--- src/rtl/alu_share_arbiter_pkg.sv ---
// Shared definitions for the two-requester ALU sharing arbiter:
// ALU opcode constants and the sequencer state encoding.
package alu_share_arbiter_pkg;

    localparam logic [2:0] OP_AND  = 3'b000;
    localparam logic [2:0] OP_OR   = 3'b001;
    localparam logic [2:0] OP_ADD  = 3'b010;
    localparam logic [2:0] OP_ZERO = 3'b011;
    localparam logic [2:0] OP_ANDN = 3'b100;
    localparam logic [2:0] OP_ORN  = 3'b101;
    localparam logic [2:0] OP_SUB  = 3'b110;
    localparam logic [2:0] OP_SLTU = 3'b111;

    typedef enum logic [1:0] {
        IDLE = 2'd0,
        EXEC = 2'd1,
        RESP = 2'd2
    } state_t;

endpackage

--- src/rtl/alu_share_arbiter_if.sv ---
// Request/response bundle for both clients of the shared ALU.
// Handshake: a transfer happens on a rising edge where valid and ready are both high;
// the sender holds valid and its payload stable until that edge, and ready may depend on valid.
interface alu_share_arbiter_if;

    logic        req0_valid;
    logic        req0_ready;
    logic [31:0] req0_a;
    logic [31:0] req0_b;
    logic [2:0]  req0_op;
    logic        req1_valid;
    logic        req1_ready;
    logic [31:0] req1_a;
    logic [31:0] req1_b;
    logic [2:0]  req1_op;

    logic        resp0_valid;
    logic        resp0_ready;
    logic [31:0] resp0_c;
    logic        resp0_zero;
    logic        resp1_valid;
    logic        resp1_ready;
    logic [31:0] resp1_c;
    logic        resp1_zero;

    modport master (
        output req0_valid, req0_a, req0_b, req0_op,
        output req1_valid, req1_a, req1_b, req1_op,
        output resp0_ready, resp1_ready,
        input  req0_ready, req1_ready,
        input  resp0_valid, resp0_c, resp0_zero,
        input  resp1_valid, resp1_c, resp1_zero
    );

    modport slave (
        input  req0_valid, req0_a, req0_b, req0_op,
        input  req1_valid, req1_a, req1_b, req1_op,
        input  resp0_ready, resp1_ready,
        output req0_ready, req1_ready,
        output resp0_valid, resp0_c, resp0_zero,
        output resp1_valid, resp1_c, resp1_zero
    );

endinterface

--- src/rtl/alu_share_arbiter_alu.sv ---
// Combinational 32-bit ALU; zero reports operand equality regardless of opcode.
module alu_share_arbiter_alu
    import alu_share_arbiter_pkg::*;
(
    input  logic [31:0] a_i,
    input  logic [31:0] b_i,
    input  logic [2:0]  alu_op_i,
    output logic [31:0] c_o,
    output logic        zero_o
);

    always_comb begin
        c_o = '0;
        case (alu_op_i)
            OP_AND:  c_o = a_i & b_i;
            OP_OR:   c_o = a_i | b_i;
            OP_ADD:  c_o = a_i + b_i;
            OP_ZERO: c_o = '0;
            OP_ANDN: c_o = a_i & ~b_i;
            OP_ORN:  c_o = a_i | ~b_i;
            OP_SUB:  c_o = a_i - b_i;
            OP_SLTU: c_o = {31'd0, (a_i < b_i)};
            default: c_o = '0;
        endcase
    end

    assign zero_o = (a_i == b_i);

endmodule

--- src/rtl/alu_share_arbiter.sv ---
// Time-shares one ALU between two requesters: accept one op, execute from
// registered operands, hold the registered result until the issuer takes it.
module alu_share_arbiter
    import alu_share_arbiter_pkg::*;
#(
    parameter int unsigned FIXED_PRIO = 0
) (
    input  logic                 clk,
    input  logic                 reset_n,
    alu_share_arbiter_if.slave   bus,
    output logic                 busy,
    output state_t               state_o
);

    state_t      state_q, state_d;
    logic        last_grant_q, last_grant_d;
    logic        owner_q, owner_d;
    logic [31:0] op_a_q, op_b_q;
    logic [2:0]  op_op_q;
    logic [31:0] resp_c_q;
    logic        resp_zero_q;

    logic        grant;
    logic        grant_vld;
    logic        accept;
    logic        resp_taken;
    logic [31:0] alu_c;
    logic        alu_zero;

    // On a tie, round-robin favours whoever did not win last time.
    always_comb begin
        grant_vld = bus.req0_valid | bus.req1_valid;
        if (bus.req0_valid && bus.req1_valid) begin
            grant = (FIXED_PRIO != 0) ? 1'b0 : ~last_grant_q;
        end else begin
            grant = bus.req1_valid;
        end
    end

    assign bus.req0_ready = reset_n && (state_q == IDLE) && grant_vld && !grant;
    assign bus.req1_ready = reset_n && (state_q == IDLE) && grant_vld && grant;
    assign accept         = bus.req0_ready | bus.req1_ready;
    assign resp_taken     = owner_q ? bus.resp1_ready : bus.resp0_ready;

    always_comb begin
        state_d      = state_q;
        last_grant_d = last_grant_q;
        owner_d      = owner_q;
        case (state_q)
            IDLE: begin
                if (accept) begin
                    state_d      = EXEC;
                    owner_d      = grant;
                    last_grant_d = grant;
                end
            end
            EXEC: state_d = RESP;
            RESP: begin
                if (resp_taken) begin
                    state_d = IDLE;
                end
            end
            default: state_d = IDLE;
        endcase
    end

    always_ff @(posedge clk or negedge reset_n) begin
        if (!reset_n) begin
            state_q      <= IDLE;
            last_grant_q <= 1'b1;
            owner_q      <= 1'b0;
        end else begin
            state_q      <= state_d;
            last_grant_q <= last_grant_d;
            owner_q      <= owner_d;
        end
    end

    always_ff @(posedge clk or negedge reset_n) begin
        if (!reset_n) begin
            op_a_q      <= '0;
            op_b_q      <= '0;
            op_op_q     <= '0;
            resp_c_q    <= '0;
            resp_zero_q <= 1'b0;
        end else begin
            if (accept) begin
                op_a_q  <= grant ? bus.req1_a  : bus.req0_a;
                op_b_q  <= grant ? bus.req1_b  : bus.req0_b;
                op_op_q <= grant ? bus.req1_op : bus.req0_op;
            end
            if (state_q == EXEC) begin
                resp_c_q    <= alu_c;
                resp_zero_q <= alu_zero;
            end
        end
    end

    alu_share_arbiter_alu u_alu (
        .a_i      (op_a_q),
        .b_i      (op_b_q),
        .alu_op_i (op_op_q),
        .c_o      (alu_c),
        .zero_o   (alu_zero)
    );

    // Result registers are shared; only the owner's valid qualifies them.
    assign bus.resp0_valid = (state_q == RESP) && !owner_q;
    assign bus.resp1_valid = (state_q == RESP) && owner_q;
    assign bus.resp0_c     = resp_c_q;
    assign bus.resp1_c     = resp_c_q;
    assign bus.resp0_zero  = resp_zero_q;
    assign bus.resp1_zero  = resp_zero_q;

    assign busy    = (state_q != IDLE);
    assign state_o = state_q;

endmodule

--- src/flat_wrapper.sv ---
// flat-port wrapper written by rule: the top's interface ports become plain ports
module alu_share_arbiter_flat import alu_share_arbiter_pkg::*;
#(
    parameter int unsigned FIXED_PRIO = 0
)
  (clk, reset_n, busy, state_o, bus_req0_valid, bus_req0_a, bus_req0_b, bus_req0_op, bus_req1_valid, bus_req1_a, bus_req1_b, bus_req1_op, bus_resp0_ready, bus_resp1_ready, bus_req0_ready, bus_req1_ready, bus_resp0_valid, bus_resp0_c, bus_resp0_zero, bus_resp1_valid, bus_resp1_c, bus_resp1_zero);
  alu_share_arbiter_if bus_i ();
  input  logic clk;
  input  logic reset_n;
  output logic busy;
  output state_t state_o;
  input wire logic [$bits(bus_i.req0_valid)-1:0] bus_req0_valid;
  input wire logic [$bits(bus_i.req0_a)-1:0] bus_req0_a;
  input wire logic [$bits(bus_i.req0_b)-1:0] bus_req0_b;
  input wire logic [$bits(bus_i.req0_op)-1:0] bus_req0_op;
  input wire logic [$bits(bus_i.req1_valid)-1:0] bus_req1_valid;
  input wire logic [$bits(bus_i.req1_a)-1:0] bus_req1_a;
  input wire logic [$bits(bus_i.req1_b)-1:0] bus_req1_b;
  input wire logic [$bits(bus_i.req1_op)-1:0] bus_req1_op;
  input wire logic [$bits(bus_i.resp0_ready)-1:0] bus_resp0_ready;
  input wire logic [$bits(bus_i.resp1_ready)-1:0] bus_resp1_ready;
  output wire logic [$bits(bus_i.req0_ready)-1:0] bus_req0_ready;
  output wire logic [$bits(bus_i.req1_ready)-1:0] bus_req1_ready;
  output wire logic [$bits(bus_i.resp0_valid)-1:0] bus_resp0_valid;
  output wire logic [$bits(bus_i.resp0_c)-1:0] bus_resp0_c;
  output wire logic [$bits(bus_i.resp0_zero)-1:0] bus_resp0_zero;
  output wire logic [$bits(bus_i.resp1_valid)-1:0] bus_resp1_valid;
  output wire logic [$bits(bus_i.resp1_c)-1:0] bus_resp1_c;
  output wire logic [$bits(bus_i.resp1_zero)-1:0] bus_resp1_zero;
  assign bus_i.req0_valid = bus_req0_valid;
  assign bus_i.req0_a = bus_req0_a;
  assign bus_i.req0_b = bus_req0_b;
  assign bus_i.req0_op = bus_req0_op;
  assign bus_i.req1_valid = bus_req1_valid;
  assign bus_i.req1_a = bus_req1_a;
  assign bus_i.req1_b = bus_req1_b;
  assign bus_i.req1_op = bus_req1_op;
  assign bus_i.resp0_ready = bus_resp0_ready;
  assign bus_i.resp1_ready = bus_resp1_ready;
  assign bus_req0_ready = bus_i.req0_ready;
  assign bus_req1_ready = bus_i.req1_ready;
  assign bus_resp0_valid = bus_i.resp0_valid;
  assign bus_resp0_c = bus_i.resp0_c;
  assign bus_resp0_zero = bus_i.resp0_zero;
  assign bus_resp1_valid = bus_i.resp1_valid;
  assign bus_resp1_c = bus_i.resp1_c;
  assign bus_resp1_zero = bus_i.resp1_zero;
  alu_share_arbiter #(.FIXED_PRIO(FIXED_PRIO)) u_core (.clk(clk), .reset_n(reset_n), .bus(bus_i), .busy(busy), .state_o(state_o));
endmodule
--- config.mk ---
export PLATFORM = sky130hd
export DESIGN_NAME = alu_share_arbiter_flat
export DESIGN_NICKNAME = d
export VERILOG_FILES = /design/src/rtl/alu_share_arbiter_pkg.sv /design/src/rtl/alu_share_arbiter_if.sv /design/src/rtl/alu_share_arbiter_alu.sv /design/src/rtl/alu_share_arbiter.sv /design/src/flat_wrapper.sv
export SDC_FILE = /design/constraint.sdc
export NUM_CORES = 1
export LEC_CHECK = 0
export ABC_AREA = 0
export CAP_MARGIN = 20
export CORE_ASPECT_RATIO = 1.25
export CORE_UTILIZATION = 52
export CTS_CLUSTER_DIAMETER = 80
export CTS_CLUSTER_SIZE = 30
export DETAILED_ROUTE_END_ITERATION = 8
export HOLD_SLACK_MARGIN = 0.15
export MAX_ROUTING_LAYER = met4
export PLACE_DENSITY = 0.83
export SYNTH_ARGS = -nofsm -noshare
export SYNTH_HDL_FRONTEND = slang
export SYNTH_SLANG_ARGS = --single-unit
--- constraint.sdc ---
create_clock -name clk -period 3.9 [get_ports clk]
set_input_delay 0.78 -clock clk [delete_from_list [all_inputs] [get_ports clk]]
set_output_delay 0.78 -clock clk [all_outputs]
set_load 0.02 [all_outputs]
# Word level (Yosys, flattened, before mapping)
# Cells that the tools add are included.
[totals]
ff_bits = 104
wordCells = 54
output_inout_bits = 73
[op_classes]
n_addsub = 2
order_cmp = 1
n_reduce_logical = 14
bitwise_logic = 8
n_mux = 9
n_eq_ne = 12
[op_table]
columns = ["operator", "count"]
rows = [
  ["32-bit one-hot mux with 8 select lines", 1],
  ["32-bit bitwise AND", 2],
  ["32-bit 2-to-1 mux", 2],
  ["32-bit bitwise OR", 2],
  ["32-bit adder", 1],
  ["32-bit == test", 1],
  ["32-bit less-than comparator", 1],
  ["32-bit NOT", 1],
  ["32-bit subtractor", 1],
  ["3-bit == test, second input constant", 4],
  ["1-bit logical AND", 7],
  ["3-bit by 2-bit == test with 1-bit output, second input constant", 2],
  ["2-bit one-hot mux with 3 select lines", 1],
  ["2-bit 2-to-1 mux", 2],
  ["2-bit by 1-bit != test with 1-bit output, second input constant", 2],
  ["2-bit AND reduction", 2],
  ["3-bit by 1-bit == test with 1-bit output, second input constant", 1],
  ["3-bit logical NOT", 1],
  ["3-bit 2-to-1 mux", 1],
  ["2-bit by 1-bit == test with 1-bit output, second input constant", 1],
  ["2-bit == test, second input constant", 1],
  ["1-bit logical NOT", 2],
  ["2-bit logical NOT", 1],
  ["1-bit 2-to-1 mux", 2],
  ["other kinds (3)", 4],
]

# Depth between registers and ports, before layout
[logic_depth]
word_depth = 7
depth_mapped = 13
ltp_nobuf = 13

# By module
# Synthesis repeated with hierarchy kept, for this count alone.
[hier_totals]
cells_unflattened = 1192
hier_area_um2 = 9698.1
[modules_own_cells]
columns = ["mod", "area_each_um2", "cells_each", "n_inst", "seq_area_each_um2"]
rows = [
  ["alu_share_arbiter", 4927.2, 433, 1, 2603.7],
  ["alu_share_arbiter_alu", 4770.8, 759, 1, 0.0],
]

# Worst setup path before layout
# Ideal clock, no wire load.
[synth_path]
path_kind = "register to register"
start = "reg u_core.op_b_q[10]"
end = "reg u_core.resp_c_q[31] (netlist: u_core.bus.resp0_c[31])"
t_arrival_ns = 2.916
slack_ns = 0.858
stages_incl_launch_ff = 13
t_required_ns = 3.774
n_path_buf = 0
path_cell_list = "dfrtp_1 inv_1 ha_1 or3_1 or4_4 a211oi_2 o31ai_2 nor3b_1 or2_1 a221o_2 o21a_1 o211ai_1 a221o_1"
[synth_between]
elab_chain_cells = 2
[synth_rtl]
columns = ["item", "line_no", "text"]
rows = [
  ["from (decl)", "alu_share_arbiter.sv:18", "logic [31:0] op_a_q, op_b_q;"],
  ["from (signal assigned)", "alu_share_arbiter.sv:89", "op_b_q <= grant ? bus.req1_b : bus.req0_b;"],
  ["32-bit subtractor or 32-bit adder (tied branches)", "alu_share_arbiter_alu.sv:21, alu_share_arbiter_alu.sv:17", ""],
  ["32-bit one-hot mux with 8 select lines (*)", "alu_share_arbiter_alu.sv:14", "case (alu_op_i)"],
  ["to (signal assigned)", "alu_share_arbiter.sv:93", "resp_c_q <= alu_c;"],
  ["to (decl)", "alu_share_arbiter.sv:20", "logic [31:0] resp_c_q;"],
]
# Every way passes the cells marked *; elsewhere a longest branch is shown, timed or not.
# A chain may end at the register's enable or synchronous reset.

# Worst setup path in the final report
[layout_path]
start = "reg u_core.op_b_q[1]"
end = "reg u_core.resp_c_q[31] (netlist: u_core.bus.resp0_c[31])"
# The elaborated chain is that of the path after synthesis.

==> flow_summary.json <==
{
  "setup-violations-final": 0,
  "clock_latency_ns": 0.37,
  "synth-edff-count": 0,
  "async_reset_ff_share_pct": 100,
  "fin_area_sq_mm": 0.0113,
  "cts.path.max_buffers": 2,
  "avgSynthCellArea_sq_um": 8.09,
  "cts_sinks": 104,
  "period_minus_slack_ns": 3.52,
  "grt_max_degree": 138,
  "cts.reportedPaths.clkPinSlew_ns": 0.07,
  "die_x_microns": 120,
  "status": "finished clean",
  "cts_tree": "yes",
  "grt_usage_pct": 30.1,
  "timing.setup.tns_ns": 0,
  "nFillCells": 1440,
  "drt-total-wl_mm": 25.8,
  "synthFlopType": "dfrtp_1",
  "antenna_found_initial": 1,
  "drc": 0,
  "post_cts_buffers": 0,
  "rsz0062_at_grt": "false",
  "r2r_start": "u_core.op_b_q[1]",
  "synthesis.nets": 1318,
  "worst_slew_pin_slew_ns": 0.934,
  "cp_max_fo": 5,
  "cp-start-kind": "register",
  "port_buffers": 212,
  "coreArea_sq_mm": 0.0168,
  "htree_levels": 3,
  "numCtsBuffers": 9,
  "p_leak_nw": 4.89,
  "fp-row-count": 53,
  "synth_seq_cells": 104,
  "firstDrtPassIters": 7,
  "place.gp.congestion": 1.02,
  "drv_cap": 0,
  "reg2regPathDepth": 12,
  "ys_top_cells_by_area": "dfrtp_1, ha_1, mux2i_1, o21ai_0, a21oi_1",
  "synthesis.area_sq_mm": 0.00900,
  "hp-start": "u_core.bus.resp0_c[1]",
  "yosysMostFrequentCell": "o21ai_0",
  "fmax_ghz": 0.284,
  "yosysTopAreaCell": "dfrtp_1",
  "wl_per_cell_microns": 17.6,
  "synth_seq_area_share_pct": 28.9,
  "p_per_area_mw_per_mm2": 962,
  "drive_gt1_share_pct": 4.65,
  "hold_class": "reg -> reg",
  "postRouteAntennaNets": 0,
  "netlist.area_leader.share_pct": 28.6,
  "hpwl_mm": 19.6,
  "ctsHoldBuffers": 0,
  "critPathCaptureType": "register",
  "hold_viol": 0,
  "grt.overflow.total": 0,
  "design.die.area_sq_mm": 0.0178,
  "avgViaCountPerCell": 5.96,
  "nets": 1447,
  "fin_crit_sh_pct": 90.3,
  "yosysWarnings": 0,
  "synth.distinct_cells": 76,
  "startpoint": "u_core.op_b_q[1]",
  "cts_root_buf": "clkbuf_16",
  "clock_skew_ns": 0.0125,
  "crit_type": "reg -> reg",
  "num_vias": 8750,
  "dpl_cell_area_sq_mm": 0.0110,
  "grt_pass1_vias": 7912,
  "slew_headroom_pct": 37.6,
  "ctsResizeCount": 0,
  "r2r_setup_slack_ns": 0.38,
  "start_util_pct": 53.4,
  "required_ns": 4.15,
  "grt_pass1_wl_mm": 41.1,
  "rr_endpoint": "u_core.bus.resp0_c[31]",
  "crit_arrival_ns": 3.77,
  "synthToLayoutAreaGrowth_pct": 25.6,
  "endpoint": "u_core.bus.resp0_c[31]",
  "pin_count": 213,
  "drv_slew": 0,
  "die_y_microns": 149,
  "synth_commonest_cells": "o21ai_0, a21oi_1, nand2_1",
  "netlist_instances": 1113,
  "drtIter0Drc": 834,
  "peakVddDrop_uv": 375
}
[per-stage QoR]
stage / utilization (%) / total power, mW / hold slack (ns) / setup slack [ns] / instances
floorplan: - / 7.70 / 0.484 / 0.858 / 1113
CTS: 66.9 / 10.7 / 0.518 / 0.467 / 1466
global placement: 65.2 / 9.65 / 0.486 / 0.585 / 1450
detailed placement: 65.2 / 9.76 / 0.502 / 0.504 / 1450
finish: 67.1 / 10.9 / 0.512 / 0.379 / 1468
global route: 67.1 / 11.7 / 0.544 / 0.197 / 1468
[sequential cells by signal, indices dropped and copies added (netlist names)]
| name | count |
|---|---|
| u_core.op_op_q | 3 |
| u_core.bus.resp0_c | 32 |
| u_core.op_b_q | 32 |
| u_core.bus.resp0_zero | 1 |
| u_core.last_grant_q | 1 |
| u_core.op_a_q | 32 |
| u_core.state_o | 2 |
| u_core.owner_q | 1 |
[cell type report]
type                    instances  area (sq um)  area share, %
clock buffers                  10           229           2.03
repair buffers                226          2260           20.0
multi-input cells             844          5650           50.0
well taps                     220           275           2.43
inverters                      57           214           1.89
flip-flops and latches        104          2610           23.1
diodes                          1          2.50         0.0221
clock inverters                 6          67.6          0.598
[worst max-delay path, stage by stage, from the launching register on]
cell and delay [ns]:
dfrtp_1 0.46, inv_1 0.12, ha_1 0.33, nor2b_1 0.07
o311ai_1 0.49, a211oi_2 0.19, o31ai_2 0.36, nor3b_1 0.09
or2_1 0.25, a221o_2 0.40, o2111ai_1 0.21, o211ai_1 0.11
a221o_1 0.32
[how the worst min path moves through the flow]
| stage | to | slack (ns) | cells past startpoint |
|---|---|---|---|
| floorplan | u_core.bus.resp0_c[0] | 0.48 | 0 |
| global placement | u_core.bus.resp0_c[23] | 0.49 | 2 |
| detailed placement | u_core.bus.resp0_c[1] | 0.50 | 2 |
| CTS | u_core.bus.resp0_c[1] | 0.52 | 2 |
| global route | u_core.bus.resp0_c[16] | 0.54 | 1 |
| finish | u_core.bus.resp0_c[1] | 0.51 | 2 |
[power by group]
part	total [mW]	switching, mW	internal (mW)
sequential	2.26	0.676	1.58
combinational	7.67	4.48	3.19
clock	0.942	0.440	0.502
total	10.9	5.60	5.28
[cells by family after synthesis]
logic type | Yosys count | share of synthesized area (%)
AND/OR/NAND/NOR | 273 | 14.0
multiplexers | 72 | 8.05
AO/OA/AOI/OAI | 387 | 26.7
buffers and inverters | 165 | 8.45
flip-flops | 104 | 28.9
XOR/XNOR | 42 | 4.09
adder cells (fa/ha/maj) | 70 | 9.76
[layer usage]
layer | track usage (%) | wire [microns] | vias to the layer above
met4 | 10.8 | 617 | 0
met1 | 40.6 | 11500 | 4103
met3 | 5.39 | 1860 | 50
met5 | - | 0 | -
li1 | - | - | 4189
met2 | 45.2 | 11900 | 408
[cell usage in the layout, fill, tap and decap left out, types with 10 or more instances in the layout]
| master | n |
|---|---|
| buf_4 | 13 |
| o21a_1 | 14 |
| nor3_1 | 19 |
| o21bai_1 | 11 |
| a21o_1 | 19 |
| or3_1 | 11 |
| o22ai_1 | 17 |
| xnor2_1 | 21 |
| inv_1 | 57 |
| nor2b_1 | 16 |
| dfrtp_1 | 102 |
| ha_1 | 63 |
| xor2_1 | 21 |
| clkdlybuf4s50_1 | 211 |
| o221ai_1 | 11 |
| a21oi_1 | 118 |
| o21ai_0 | 126 |
| nor2_1 | 59 |
| a211oi_1 | 10 |
| nand2_1 | 114 |
| mux2i_1 | 69 |
Note: power is estimated with default switching activity, not from simulation.
